[config.mk]
export PLATFORM = sky130hd
export DESIGN_NAME = ocra1_rx_flat
export DESIGN_NICKNAME = d
export VERILOG_FILES = /design/src/rtl/ocra1_pkg.sv /design/src/rtl/ocra1_rx_if.sv /design/src/rtl/ocra1_rx_sync.sv /design/src/rtl/ocra1_rx.sv /design/src/flat_wrapper.sv
export SDC_FILE = /design/constraint.sdc
export NUM_CORES = 1
export LEC_CHECK = 0
export BUFFER_PORTS_ARGS = -buffer_cell sky130_fd_sc_hd__buf_2
export CORE_MARGIN = 5
export CORE_UTILIZATION = 40
export DETAILED_ROUTE_END_ITERATION = 8
export GPL_ROUTABILITY_DRIVEN = 0
export SLEW_MARGIN = 20
export SYNTH_ARGS = -nofsm -noshare
export SYNTH_HDL_FRONTEND = slang
export SYNTH_HIERARCHICAL = 1
export SYNTH_SLANG_ARGS = --single-unit
[constraint.sdc]
create_clock -name clk -period 5.2 [get_ports clk]
set_clock_uncertainty 0.05 [all_clocks]
set_input_delay 1.56 -clock clk [delete_from_list [all_inputs] [get_ports clk]]
set_output_delay 1.56 -clock clk [all_outputs]
set_load 0.005 [all_outputs]
[src/rtl/ocra1_pkg.sv]
// rtl/ocra1_pkg.sv - shared constants, frame field slices and FSM states for the OCRA1 receiver
package ocra1_pkg;
    localparam int FRAME_BITS = 24;

    localparam logic [2:0] ADDR_DAC  = 3'd1;
    localparam logic [2:0] ADDR_CTRL = 3'd2;

    localparam int RW_BIT  = 23;
    localparam int ADDR_HI = 22;
    localparam int ADDR_LO = 20;
    localparam int DATA_HI = 19;
    localparam int DATA_LO = 0;
    localparam int DAC_LO  = 2;

    typedef enum logic [1:0] {
        ST_IDLE,
        ST_SHIFT,
        ST_ERR,
        ST_COMMIT
    } rx_state_t;
endpackage

[src/rtl/ocra1_rx_if.sv]
// rtl/ocra1_rx_if.sv - OCRA1 serial pin bundle with driver and receiver modports
interface ocra1_rx_if;
    logic oc1_clk_i;
    logic oc1_syncn_i;
    logic oc1_ldacn_i;
    logic oc1_sdox_i;
    logic oc1_sdoy_i;
    logic oc1_sdoz_i;
    logic oc1_sdoz2_i;

    modport master (
        output oc1_clk_i, oc1_syncn_i, oc1_ldacn_i,
        output oc1_sdox_i, oc1_sdoy_i, oc1_sdoz_i, oc1_sdoz2_i
    );

    modport slave (
        input oc1_clk_i, oc1_syncn_i, oc1_ldacn_i,
        input oc1_sdox_i, oc1_sdoy_i, oc1_sdoz_i, oc1_sdoz2_i
    );
endinterface

[src/rtl/ocra1_rx_sync.sv]
// rtl/ocra1_rx_sync.sv - input synchroniser with rise/fall detection on the synchronised copy
module ocra1_rx_sync #(
    parameter int STAGES = 2
) (
    input  logic clk,
    input  logic rst,
    input  logic d,
    output logic q,
    output logic rise,
    output logic fall
);
    logic [STAGES-1:0] chain;
    logic              prev;

    // Lines idle high, so reset to 1 to avoid a spurious edge after reset.
    always_ff @(posedge clk) begin
        if (rst) begin
            chain <= '1;
            prev  <= 1'b1;
        end else begin
            chain <= {chain[STAGES-2:0], d};
            prev  <= chain[STAGES-1];
        end
    end

    assign q    = chain[STAGES-1];
    assign rise = q & ~prev;
    assign fall = ~q & prev;
endmodule

[src/rtl/ocra1_rx.sv]
// rtl/ocra1_rx.sv - OCRA1 four-channel DAC serial link receiver
module ocra1_rx
    import ocra1_pkg::*;
#(
    parameter int SYNC_STAGES = 2
) (
    input  logic              clk,
    input  logic              rst,
    ocra1_rx_if.slave         oc1,
    output logic [17:0]       voutx_o,
    output logic [17:0]       vouty_o,
    output logic [17:0]       voutz_o,
    output logic [17:0]       voutz2_o,
    output logic [79:0]       ctrl_o,
    output logic [95:0]       rx_word_o,
    output logic              rx_valid_o,
    output logic              frame_err_o
);
    // Line index: 0 sclk, 1 syncn, 2 ldacn, 3..6 sdo x/y/z/z2.
    logic [6:0] pins, q, rise, fall;

    assign pins = {oc1.oc1_sdoz2_i, oc1.oc1_sdoz_i, oc1.oc1_sdoy_i, oc1.oc1_sdox_i,
                   oc1.oc1_ldacn_i, oc1.oc1_syncn_i, oc1.oc1_clk_i};

    for (genvar i = 0; i < 7; i++) begin : g_sync
        ocra1_rx_sync #(.STAGES(SYNC_STAGES)) u_sync (
            .clk  (clk),
            .rst  (rst),
            .d    (pins[i]),
            .q    (q[i]),
            .rise (rise[i]),
            .fall (fall[i])
        );
    end

    logic unused_edges;
    assign unused_edges = ^{rise[6:3], rise[2], rise[0], fall[6:3], q[0]};

    logic              sclk_fall, syncn_q, syncn_rise, syncn_fall, ldacn_q, ldacn_fall;
    logic [3:0]        sdo_q;

    assign sclk_fall  = fall[0];
    assign syncn_q    = q[1];
    assign syncn_rise = rise[1];
    assign syncn_fall = fall[1];
    assign ldacn_q    = q[2];
    assign ldacn_fall = fall[2];
    assign sdo_q      = q[6:3];

    rx_state_t         state;
    logic [4:0]        bit_cnt;
    logic [3:0][23:0]  shreg;
    logic [3:0][17:0]  in_reg, in_next, vout;
    logic [3:0][19:0]  ctrl_r, ctrl_next;

    // Register writes decoded from the shift registers while in COMMIT.
    always_comb begin
        in_next   = in_reg;
        ctrl_next = ctrl_r;
        if (state == ST_COMMIT) begin
            for (int ch = 0; ch < 4; ch++) begin
                if (!shreg[ch][RW_BIT]) begin
                    if (shreg[ch][ADDR_HI:ADDR_LO] == ADDR_DAC)
                        in_next[ch] = shreg[ch][DATA_HI:DAC_LO];
                    else if (shreg[ch][ADDR_HI:ADDR_LO] == ADDR_CTRL)
                        ctrl_next[ch] = shreg[ch][DATA_HI:DATA_LO];
                end
            end
        end
    end

    always_ff @(posedge clk) begin
        if (rst) begin
            state       <= ST_IDLE;
            bit_cnt     <= '0;
            shreg       <= '0;
            in_reg      <= '0;
            vout        <= '0;
            ctrl_r      <= '0;
            rx_word_o   <= '0;
            rx_valid_o  <= 1'b0;
            frame_err_o <= 1'b0;
        end else begin
            rx_valid_o  <= 1'b0;
            frame_err_o <= 1'b0;
            in_reg      <= in_next;
            ctrl_r      <= ctrl_next;
            // in_next covers both an ldac edge coinciding with COMMIT and ldac held low.
            if (ldacn_fall || (state == ST_COMMIT && !ldacn_q))
                vout <= in_next;
            if (state == ST_COMMIT) begin
                rx_valid_o <= 1'b1;
                rx_word_o  <= shreg;
            end
            if (syncn_fall) begin
                state   <= ST_SHIFT;
                bit_cnt <= '0;
            end else begin
                case (state)
                    ST_SHIFT: begin
                        if (syncn_rise) begin
                            if (bit_cnt == 5'(FRAME_BITS)) begin
                                state <= ST_COMMIT;
                            end else begin
                                frame_err_o <= 1'b1;
                                state       <= ST_IDLE;
                            end
                        end else if (sclk_fall && !syncn_q) begin
                            if (bit_cnt == 5'(FRAME_BITS)) begin
                                state <= ST_ERR;
                            end else begin
                                bit_cnt <= bit_cnt + 5'd1;
                                for (int ch = 0; ch < 4; ch++)
                                    shreg[ch] <= {shreg[ch][22:0], sdo_q[ch]};
                            end
                        end
                    end
                    ST_ERR: begin
                        if (syncn_rise) begin
                            frame_err_o <= 1'b1;
                            state       <= ST_IDLE;
                        end
                    end
                    ST_COMMIT: state <= ST_IDLE;
                    default:   state <= ST_IDLE;
                endcase
            end
        end
    end

    assign voutx_o  = vout[0];
    assign vouty_o  = vout[1];
    assign voutz_o  = vout[2];
    assign voutz2_o = vout[3];
    assign ctrl_o   = ctrl_r;
endmodule

[src/flat_wrapper.sv]
// flat-port wrapper written by rule: the top's interface ports become plain ports
module ocra1_rx_flat import ocra1_pkg::*;
#(
    parameter int SYNC_STAGES = 2
)
  (clk, rst, voutx_o, vouty_o, voutz_o, voutz2_o, ctrl_o, rx_word_o, rx_valid_o, frame_err_o, oc1_oc1_clk_i, oc1_oc1_syncn_i, oc1_oc1_ldacn_i, oc1_oc1_sdox_i, oc1_oc1_sdoy_i, oc1_oc1_sdoz_i, oc1_oc1_sdoz2_i);
  ocra1_rx_if oc1_i ();
  input  logic clk;
  input  logic rst;
  output logic [17:0] voutx_o;
  output logic [17:0] vouty_o;
  output logic [17:0] voutz_o;
  output logic [17:0] voutz2_o;
  output logic [79:0] ctrl_o;
  output logic [95:0] rx_word_o;
  output logic rx_valid_o;
  output logic frame_err_o;
  input wire logic [$bits(oc1_i.oc1_clk_i)-1:0] oc1_oc1_clk_i;
  input wire logic [$bits(oc1_i.oc1_syncn_i)-1:0] oc1_oc1_syncn_i;
  input wire logic [$bits(oc1_i.oc1_ldacn_i)-1:0] oc1_oc1_ldacn_i;
  input wire logic [$bits(oc1_i.oc1_sdox_i)-1:0] oc1_oc1_sdox_i;
  input wire logic [$bits(oc1_i.oc1_sdoy_i)-1:0] oc1_oc1_sdoy_i;
  input wire logic [$bits(oc1_i.oc1_sdoz_i)-1:0] oc1_oc1_sdoz_i;
  input wire logic [$bits(oc1_i.oc1_sdoz2_i)-1:0] oc1_oc1_sdoz2_i;
  assign oc1_i.oc1_clk_i = oc1_oc1_clk_i;
  assign oc1_i.oc1_syncn_i = oc1_oc1_syncn_i;
  assign oc1_i.oc1_ldacn_i = oc1_oc1_ldacn_i;
  assign oc1_i.oc1_sdox_i = oc1_oc1_sdox_i;
  assign oc1_i.oc1_sdoy_i = oc1_oc1_sdoy_i;
  assign oc1_i.oc1_sdoz_i = oc1_oc1_sdoz_i;
  assign oc1_i.oc1_sdoz2_i = oc1_oc1_sdoz2_i;
  ocra1_rx #(.SYNC_STAGES(SYNC_STAGES)) u_core (.clk(clk), .rst(rst), .oc1(oc1_i), .voutx_o(voutx_o), .vouty_o(vouty_o), .voutz_o(voutz_o), .voutz2_o(voutz2_o), .ctrl_o(ctrl_o), .rx_word_o(rx_word_o), .rx_valid_o(rx_valid_o), .frame_err_o(frame_err_o));
endmodule
==> metrics.json, run 1 <==
{
  "status": {"value": "finished clean"},
  "die_y": {"value": 212, "unit": "um"},
  "die_area": {"value": 45000, "unit": "um2"},
  "antenna_found_initial": {"value": 1},
  "power_switching": {"value": 1.45, "unit": "mW"},
  "end_kind": {"value": "register"},
  "dr.pass1.iters": {"value": 5},
  "total_number_of_vias": {"value": 13239},
  "cts_tree": {"value": "yes"},
  "grt_util_met1": {"value": 27.0, "unit": "%"},
  "worst_slew_margin_rel": {"value": 29.5, "unit": "%"},
  "post_route_cells_drive_above_1_share": {"value": 19.5, "unit": "%"},
  "vdd_ir_drop_max": {"value": 0.228, "unit": "mV"},
  "dpl-instance-area": {"value": 17700, "unit": "um2"},
  "cts_root_buffer": {"value": "clkbuf_16"},
  "wire_per_inst": {"value": 18.8, "unit": "um"},
  "globalRouteMet2Util": {"value": 31.0, "unit": "%"},
  "placed_cells_incl_taps": {"value": 2340},
  "diodes": {"value": 0},
  "insertion_delay": {"value": 560, "unit": "ps"},
  "cts_setup_buffers": {"value": 0},
  "via_per_instance_ratio": {"value": 5.46},
  "post-layout-total-power": {"value": 7.00, "unit": "mW"},
  "number_of_cells_produced_by_synthesis": {"value": 1679},
  "family_of_cells_with_the_greatest_summed_delay_on_the_critical_path": {"value": "buffers and inverters"},
  "slowest_stage": {"value": "inv_6"},
  "place.port_buffers": {"value": 258},
  "arrival": {"value": 3500, "unit": "ps"},
  "holdWs": {"value": 357, "unit": "ps"},
  "worst-r2r-cell-count": {"value": 4},
  "seq_power_share": {"value": 49.2, "unit": "%"},
  "worst_slew_pin_slew": {"value": 1060, "unit": "ps"},
  "unrepaired_setup_endpoints_after_global_routing": {"value": "no"},
  "min_period": {"value": 3060, "unit": "ps"},
  "power_per_cell_area": {"value": 363, "unit": "nW/um2"},
  "layout_worst_path_cycle_share": {"value": 58.8, "unit": "%"},
  "power_frac_clock": {"value": 48.4, "unit": "%"},
  "drc_errors": {"value": 0},
  "syn-num-nets": {"value": 1693},
  "crit_required": {"value": 5640, "unit": "ps"},
  "effective_utilization_at_floorplan": {"value": 40.2, "unit": "%"},
  "power.combinational.fraction": {"value": 2.4, "unit": "%"},
  "grt_util_met3": {"value": 4.38, "unit": "%"},
  "cts-resized-gates": {"value": 0},
  "numCtsBuffers": {"value": 47},
  "num_io_pins": {"value": 259},
  "grt_pass1_vias": {"value": 12689},
  "htree_num_levels": {"value": 2},
  "syn_area": {"value": 16300, "unit": "um2"},
  "totalNegativeSetupSlack": {"value": 0, "unit": "ps"},
  "hold_path_depth": {"value": 1},
  "busiest_layer": {"value": "met2"},
  "clock-sinks": {"value": 442},
  "crit_chain": {"value": "clkbuf_8 > inv_6 > buf_4 > o31ai_1 > a31oi_1"},
  "wl": {"value": 45600, "unit": "um"},
  "final_standard_cell_count_with_taps_included_and_fillers_excluded": {"value": 2423},
  "synth.yosys.warnings": {"value": 6},
  "number_of_setup_violations_in_the_final_report": {"value": 0},
  "cp_slowest_stage_delay": {"value": 800, "unit": "ps"},
  "finish.instance_area": {"value": 19300, "unit": "um2"},
  "synth_area_per_cell": {"value": 9.73, "unit": "um2"},
  "core_area": {"value": 40600, "unit": "um2"},
  "worst-setup-path-type": {"value": "input port to register"},
  "switching_share": {"value": 20.8, "unit": "%"},
  "critical_path_peak_fanout": {"value": 114},
  "finish.net_count": {"value": 1871},
  "cts.hold.buffers_added": {"value": 0},
  "grt.overflow.total": {"value": 0},
  "grt_util_all_layers": {"value": 19.5, "unit": "%"},
  "detail_route.iter0.violations": {"value": 1075},
  "hp-class": {"value": "register to register"},
  "crit_buf_inv": {"value": 3},
  "ctsLongestPathBuffers": {"value": 3},
  "clk_pin_slew": {"value": 60, "unit": "ps"},
  "placement_rows": {"value": 74},
  "synthToLayoutAreaGrowth": {"value": 18.0, "unit": "%"},
  "finalHoldViolCount": {"value": 0},
  "postRouteAntennaNets": {"value": 0},
  "pin_count_of_the_biggest_net_entering_global_routing": {"value": 165},
  "global_route_wire_length_before_repair": {"value": 72000, "unit": "um"},
  "max_slew_violation_count": {"value": 0},
  "maxCapViolations": {"value": 0},
  "die_w": {"value": 212, "unit": "um"},
  "p_int": {"value": 5.55, "unit": "mW"},
  "worstSetupPathDepth": {"value": 5},
  "clock.fmax": {"value": 327, "unit": "MHz"},
  "p_leak": {"value": 7.34, "unit": "nW"},
  "dp.final_hpwl": {"value": 28400, "unit": "um"},
  "start_kind": {"value": "input port"}
}
-- area by class of cell --
class / count / area (um2)
Fill cell: 3802 / 21400
Sequential cell: 442 / 8850
Multi-Input combinational cell: 1074 / 6630
Clock buffer: 79 / 1520
Timing Repair Buffer: 284 / 1510
Tap cell: 532 / 666
Clock inverter: 4 / 70.1
Inverter: 8 / 35.0
-- metrics by stage --
step	util, %	setup slack [ps]
after floorplan	-	2660
after global placement	43.5	1600
after global routing	47.4	1940
after CTS	47.4	2170
after detailed placement	43.5	1580
final	47.4	2140
-- layer usage --
layer	share of wire, %	vias to the layer above
met4	1.8	2
met3	6.7	67
met1	45	6446
li1	-	6376
met2	46	348
met5	0.018	-
-- placed cells by master (no fill, tap or decap), types with 19 or more instances in the layout --
cell type  instances
buf_4             25
clkbuf_16         49
clkbuf_8          19
buf_2            257
a31oi_1           73
o21ai_1          127
dfxtp_1          442
o31ai_1           72
a21oi_1          158
o21ai_0           27
nand2_1           94
nand3_1          154
nor2_1            98
mux2i_1          190
-- final timing paths --
| path | startpoint | end | slack [ps] |
|---|---|---|---|
| hold / removal | u_core/g_sync[6].u_sync/chain[0] | u_core/g_sync[6].u_sync/chain[1] | 360 |
| hold reg to reg | u_core/g_sync[6].u_sync/chain[0] | u_core/g_sync[6].u_sync/chain[1] | 360 |
| setup / recovery | rst | u_core/voutz_o[7] | 2140 |
| setup reg to reg | u_core/state[0] | u_core/ctrl_o[79] | 2190 |
-- power by group through the flow --
stage | Clock (mW) | Sequential [mW] | Combinational, mW
finish | 3.39 | 3.44 | 0.168
floorplan | 0 | 3.51 | 0.0997
global route | 3.61 | 3.44 | 0.184
CTS | 3.46 | 3.44 | 0.171
detailed placement | 0 | 3.51 | 0.170
global placement | 0 | 3.51 | 0.168
No activity file was read; power rests on OpenSTA's default activity.
==> run 2: changes to the inputs <==
- clock period: 5.2 -> 2.9 ns (I/O delays scaled with it)
==> run 2 against run 1 <==
First-iteration DRC count up 4.0%. Worst setup slack worse by 1400 ps. Clock-buffer cell count down 10. Register-to-register slack lost 1500 ps. Final cell count up 0.25%. Sequential share of layout area shrank 0.20 points. Worst hold slack lost 3.3 ps. Critical endpoint is now u_core/shreg[1]. Largest cell class unchanged.
==> metrics.json, run 2 (synthesis gave the netlist of run 1 again) <==
{
  "status": {"value": "finished clean"},
  "htree_num_levels": {"value": 2},
  "detail_route.iter0.violations": {"value": 1118},
  "die_w": {"value": 212, "unit": "um"},
  "die_area": {"value": 45000, "unit": "um2"},
  "dp.final_hpwl": {"value": 28900, "unit": "um"},
  "layout.cells.most_common": {"value": "dfxtp_1"},
  "mostFrequentLayoutCells": {"value": "dfxtp_1, buf_2, mux2i_1"},
  "power_per_cell_area": {"value": 647, "unit": "nW/um2"},
  "vdd_ir_drop_max": {"value": 0.392, "unit": "mV"},
  "clk_pin_slew": {"value": 60, "unit": "ps"},
  "cts.hold.buffers_added": {"value": 0},
  "diodes": {"value": 0},
  "place.port_buffers": {"value": 258},
  "wl": {"value": 45700, "unit": "um"},
  "worst_slew_margin_rel": {"value": 36.6, "unit": "%"},
  "finish.net_count": {"value": 1881},
  "hold_end": {"value": "u_core/g_sync[5].u_sync/chain[1]"},
  "finalHoldViolCount": {"value": 0},
  "numCtsBuffers": {"value": 48},
  "clock.fmax": {"value": 460, "unit": "MHz"},
  "placement_rows": {"value": 74},
  "cts-resized-gates": {"value": 0},
  "arrival": {"value": 2600, "unit": "ps"},
  "placed_cells_incl_taps": {"value": 2349},
  "crit_required": {"value": 3330, "unit": "ps"},
  "number_of_setup_violations_in_the_final_report": {"value": 0},
  "pin_count_of_the_biggest_net_entering_global_routing": {"value": 102},
  "drc_errors": {"value": 0},
  "effective_utilization_at_floorplan": {"value": 40.2, "unit": "%"},
  "num_io_pins": {"value": 259},
  "worst-r2r-cell-count": {"value": 6},
  "worst_slew_pin_slew": {"value": 952, "unit": "ps"},
  "min_period": {"value": 2170, "unit": "ps"},
  "insertion_delay": {"value": 570, "unit": "ps"},
  "critical_path_peak_fanout": {"value": 27},
  "postRouteAntennaNets": {"value": 0},
  "fill_cells": {"value": 3787},
  "post-layout-total-power": {"value": 12.5, "unit": "mW"},
  "core_area": {"value": 40600, "unit": "um2"},
  "grt_util_all_layers": {"value": 19.4, "unit": "%"},
  "cts_root_buffer": {"value": "clkbuf_16"},
  "utilization": {"value": 47.6, "unit": "%"},
  "maxCapViolations": {"value": 0},
  "synthToLayoutAreaGrowth": {"value": 18.6, "unit": "%"},
  "end_kind": {"value": "register"},
  "start_kind": {"value": "register"},
  "clock-sinks": {"value": 442},
  "global_route_wire_length_before_repair": {"value": 71300, "unit": "um"},
  "via_per_instance_ratio": {"value": 5.44},
  "grt.overflow.total": {"value": 0},
  "ctsLongestPathBuffers": {"value": 3},
  "cts_setup_buffers": {"value": 0},
  "totalNegativeSetupSlack": {"value": 0, "unit": "ps"},
  "total_number_of_vias": {"value": 13221},
  "wire_per_inst": {"value": 18.8, "unit": "um"},
  "worst_hold_startpoint": {"value": "u_core/g_sync[5].u_sync/chain[0]"},
  "dr.pass1.iters": {"value": 5},
  "crit_chain": {"value": "inv_1 > ha_1 > and4b_1 > nor3_4 > buf_4 > mux2i_1"},
  "grt_pass1_vias": {"value": 12684},
  "unrepaired_setup_endpoints_after_global_routing": {"value": "no"},
  "cp_slowest_stage_delay": {"value": 460, "unit": "ps"},
  "hp-class": {"value": "register to register"},
  "max_slew_violation_count": {"value": 0},
  "worst-setup-path-type": {"value": "register to register"},
  "post_route_cells_drive_above_1_share": {"value": 19.9, "unit": "%"},
  "die_y": {"value": 212, "unit": "um"},
  "p_leak": {"value": 7.39, "unit": "nW"},
  "layout_worst_path_cycle_share": {"value": 74.9, "unit": "%"},
  "cts_tree": {"value": "yes"},
  "regToRegSetupSlack": {"value": 730, "unit": "ps"},
  "timing.rr.end": {"value": "u_core/shreg[1]"},
  "final_standard_cell_count_with_taps_included_and_fillers_excluded": {"value": 2429},
  "worst_r2r_startpoint": {"value": "u_core/bit_cnt[0]"},
  "slowest_stage": {"value": "buf_4"},
  "hold_path_depth": {"value": 1},
  "antenna_found_initial": {"value": 2}
}
==> run 2: worst max path at each step <==
stage | to | slack, ps | depth (start not counted) | startpoint
2_1_floorplan | u_core/voutx_o[0] | 1050 | 5 | rst
3_3_place_gp | u_core/voutx_o[7] | 660 | 5 | rst
3_5_place_dp | u_core/voutx_o[11] | 610 | 5 | rst
4_1_cts | u_core/voutz2_o[13] | 670 | 4 | u_core/state[0]
5_1_grt | u_core/voutz2_o[15] | 450 | 4 | u_core/state[0]
6_report | u_core/shreg[1] | 730 | 6 | u_core/bit_cnt[0]
==> run 2: critical path, delay by kind of cell (launching register included) <==
| kind | cells | cell delay (ps) |
|---|---|---|
| adders and majority gates | 1 | 210 |
| buffers and inverters | 2 | 540 |
| DFF | 1 | 380 |
| muxes | 1 | 260 |
| and+or+nand+nor | 2 | 620 |
==> run 2: area by class of cell <==
type	instances	area (um2)	share of cell area [%]
sequential	442	8850	45.7
multi-input combinational	1074	6630	34.2
timing repair buffer	293	1630	8.39
clock buffer	69	1420	7.34
tap	532	666	3.44
clock inverter	11	136	0.704
inverter	8	35.0	0.181
==> run 2: per-layer routing <==
| layer | part of all wire, % | vias to the layer above | global-route usage [%] |
|---|---|---|---|
| met5 | 0.050 | - | 0 |
| met4 | 2.2 | 4 | 5.95 |
| met3 | 7.4 | 73 | 4.91 |
| met2 | 47 | 376 | 31.3 |
| met1 | 43 | 6374 | 25.8 |
| li1 | - | 6394 | - |
==> run 2: where the power goes <==
| part | total, mW | leakage (nW) | internal (mW) | switching (mW) |
|---|---|---|---|---|
| registers | 6.17 | 3.57 | 6.13 | 0.0378 |
| clock network | 6.05 | 0.775 | 3.64 | 2.41 |
| logic | 0.306 | 3.05 | 0.103 | 0.204 |
| total | 12.5 | 7.39 | 9.88 | 2.65 |
==> run 2: stage by stage <==
step | hold WS [ps] | worst slack (ps) | instance area, um2
detailed placement | 342 | 614 | 17800
global placement | 336 | 664 | 17800
global route | 369 | 450 | 19400
CTS | 358 | 669 | 19400
finish | 354 | 727 | 19400
floorplan | 333 | 1050 | 16300
==> run 3: changes to the inputs <==
- ABC_AREA: unset -> 1
- clock period: 2.9 -> 2.04 ns (I/O delays scaled with it)
==> run 3 against run 2 <==
First-iteration DRC count is 20% lower. Utilization is 1.3 points higher. Flip-flop and latch count stayed put. Sequential power is 42% higher. Final cell count is 15% higher. Global-route usage is 0.20 points lower. Fmax is 17% higher. Register-to-register slack worse by 540 ps. Non-clock buffer count is 10 higher. Clock-buffer cell count is 3 lower. Combinational power is 100% higher. Worst hold slack worse by 160 ps.
==> metrics.json, run 3 <==
{
  "worst_slew_pin_slew": {"value": 734, "unit": "ps"},
  "layout_worst_path_cycle_share": {"value": 90.9, "unit": "%"},
  "end_kind": {"value": "register"},
  "holdWs": {"value": 194, "unit": "ps"},
  "grt_util_met3": {"value": 3.75, "unit": "%"},
  "mostFrequentLayoutCells": {"value": "dfxtp_1, nand3_1, a21oi_1"},
  "core_area": {"value": 40000, "unit": "um2"},
  "critical_path_peak_fanout": {"value": 32},
  "vdd_ir_drop_max": {"value": 0.418, "unit": "mV"},
  "placement_rows": {"value": 73},
  "worst_slew_margin_rel": {"value": 51.1, "unit": "%"},
  "layout.cells.most_common": {"value": "dfxtp_1"},
  "finish.net_count": {"value": 2255},
  "finalHoldViolCount": {"value": 0},
  "grt_util_all_layers": {"value": 19.2, "unit": "%"},
  "synthToLayoutAreaGrowth": {"value": 20.4, "unit": "%"},
  "post-layout-total-power": {"value": 17.5, "unit": "mW"},
  "drc_errors": {"value": 0},
  "postRouteAntennaNets": {"value": 0},
  "num_io_pins": {"value": 259},
  "post-place-ws": {"value": 51.7, "unit": "ps"},
  "totalNegativeSetupSlack": {"value": 0, "unit": "ps"},
  "clk_pin_slew": {"value": 60, "unit": "ps"},
  "insertion_delay": {"value": 560, "unit": "ps"},
  "place.port_buffers": {"value": 258},
  "maxCapViolations": {"value": 0},
  "wire_per_inst": {"value": 15.9, "unit": "um"},
  "globalRouteMet2Util": {"value": 31.8, "unit": "%"},
  "global_route_wire_length_before_repair": {"value": 71500, "unit": "um"},
  "grt_pass1_vias": {"value": 13283},
  "unrepaired_setup_endpoints_after_global_routing": {"value": "no"},
  "busiest_layer": {"value": "met2"},
  "start_kind": {"value": "register"},
  "clock-sinks": {"value": 442},
  "die_area": {"value": 44800, "unit": "um2"},
  "min_period": {"value": 1860, "unit": "ps"},
  "grt.overflow.total": {"value": 0},
  "die_w": {"value": 212, "unit": "um"},
  "die_y": {"value": 212, "unit": "um"},
  "ctsLongestPathBuffers": {"value": 3},
  "grt_util_met1": {"value": 25.8, "unit": "%"},
  "syn-num-nets": {"value": 2047},
  "htree_num_levels": {"value": 2},
  "post_route_cells_drive_above_1_share": {"value": 19.5, "unit": "%"},
  "clock.fmax": {"value": 539, "unit": "MHz"},
  "antenna_found_initial": {"value": 0},
  "power_per_cell_area": {"value": 896, "unit": "nW/um2"},
  "synth_area_per_cell": {"value": 7.99, "unit": "um2"},
  "cts.hold.buffers_added": {"value": 0},
  "number_of_setup_violations_in_the_final_report": {"value": 0},
  "effective_utilization_at_floorplan": {"value": 40.6, "unit": "%"},
  "dr.pass1.iters": {"value": 5},
  "worst-setup-path-type": {"value": "register to register"},
  "total_number_of_vias": {"value": 13925},
  "finish.instance_area": {"value": 19600, "unit": "um2"},
  "dpl-instance-area": {"value": 18000, "unit": "um2"},
  "synth.yosys.warnings": {"value": 6},
  "number_of_cells_produced_by_synthesis": {"value": 2033},
  "status": {"value": "finished clean"},
  "final_standard_cell_count_with_taps_included_and_fillers_excluded": {"value": 2798},
  "pin_count_of_the_biggest_net_entering_global_routing": {"value": 120},
  "diodes": {"value": 0},
  "placed_cells_incl_taps": {"value": 2714},
  "arrival": {"value": 2250, "unit": "ps"},
  "utilization": {"value": 48.9, "unit": "%"},
  "syn_area": {"value": 16300, "unit": "um2"},
  "hp-class": {"value": "input port to register"},
  "via_per_instance_ratio": {"value": 4.98},
  "p_leak": {"value": 8.87, "unit": "nW"},
  "dp.final_hpwl": {"value": 28900, "unit": "um"},
  "post-route-worst-setup-slack": {"value": 185, "unit": "ps"},
  "numCtsBuffers": {"value": 46},
  "cts_tree": {"value": "yes"},
  "cts_root_buffer": {"value": "clkbuf_16"},
  "wl": {"value": 44400, "unit": "um"},
  "crit_required": {"value": 2430, "unit": "ps"},
  "max_slew_violation_count": {"value": 0},
  "detail_route.iter0.violations": {"value": 897}
}
-- run 3: cell types whose count changed in the layout (fill, tap and decap cells not counted), sizes merged, moves of 72 or more --
| cell | change |
|---|---|
| nand3 | +115 |
| inv | +212 |
| o31ai | -72 |
| a31oi | -73 |
| a21oi | +102 |
| nand2 | +124 |
| mux2i | -190 |
-- run 3: what timing repair did --
item | 4_1_cts | 5_1_grt
buffers inserted | 0 | 3
setup endpoints to repair | 0 | 86
gates resized for setup | 0 | 7
-- run 3: where the power goes --
part           switching [mW]  total [mW]  internal (mW)  leakage [nW]
clock network            3.37        8.16           4.79         0.710
logic                   0.365       0.613          0.248          4.59
registers              0.0500        8.77           8.72          3.57
total                    3.79        17.5           13.8          8.87
-- run 3: metal layers --
| layer | share of wire (%) | wire length, um |
|---|---|---|
| met5 | 0 | 0 |
| met4 | 1.8 | 805 |
| met3 | 5.4 | 2380 |
| met2 | 47 | 20800 |
| met1 | 46 | 20400 |
-- run 3: worst paths after layout --
| check | start | to | slack, ps | cells past startpoint |
|---|---|---|---|---|
| min | oc1_oc1_sdoz_i | u_core/g_sync[5].u_sync/chain[0] | 190 | 3 |
| min reg2reg | u_core/g_sync[4].u_sync/chain[0] | u_core/g_sync[4].u_sync/chain[1] | 360 | 2 |
| max reg2reg | u_core/bit_cnt[0] | u_core/bit_cnt[1] | 180 | 9 |
| max | u_core/bit_cnt[0] | u_core/bit_cnt[1] | 180 | 9 |
-- run 3: area by class of cell --
class                      count  area, um2
clock inverter                14        154
clock buffer                  66       1300
timing repair buffer         303       1830
fill                        3901      20400
tap                          525        657
sequential                   442       8850
multi-input combinational   1227       5940
inverter                     221        837
-- run 3: critical path, stage by stage, from the launching register on --
cell     delay (ps)
dfxtp_1         380
inv_1            80
ha_1            190
nand2_1          80
nor2_1           80
nor2_4          210
buf_4           360
inv_1           150
nor2_1          110
nor2_1           50
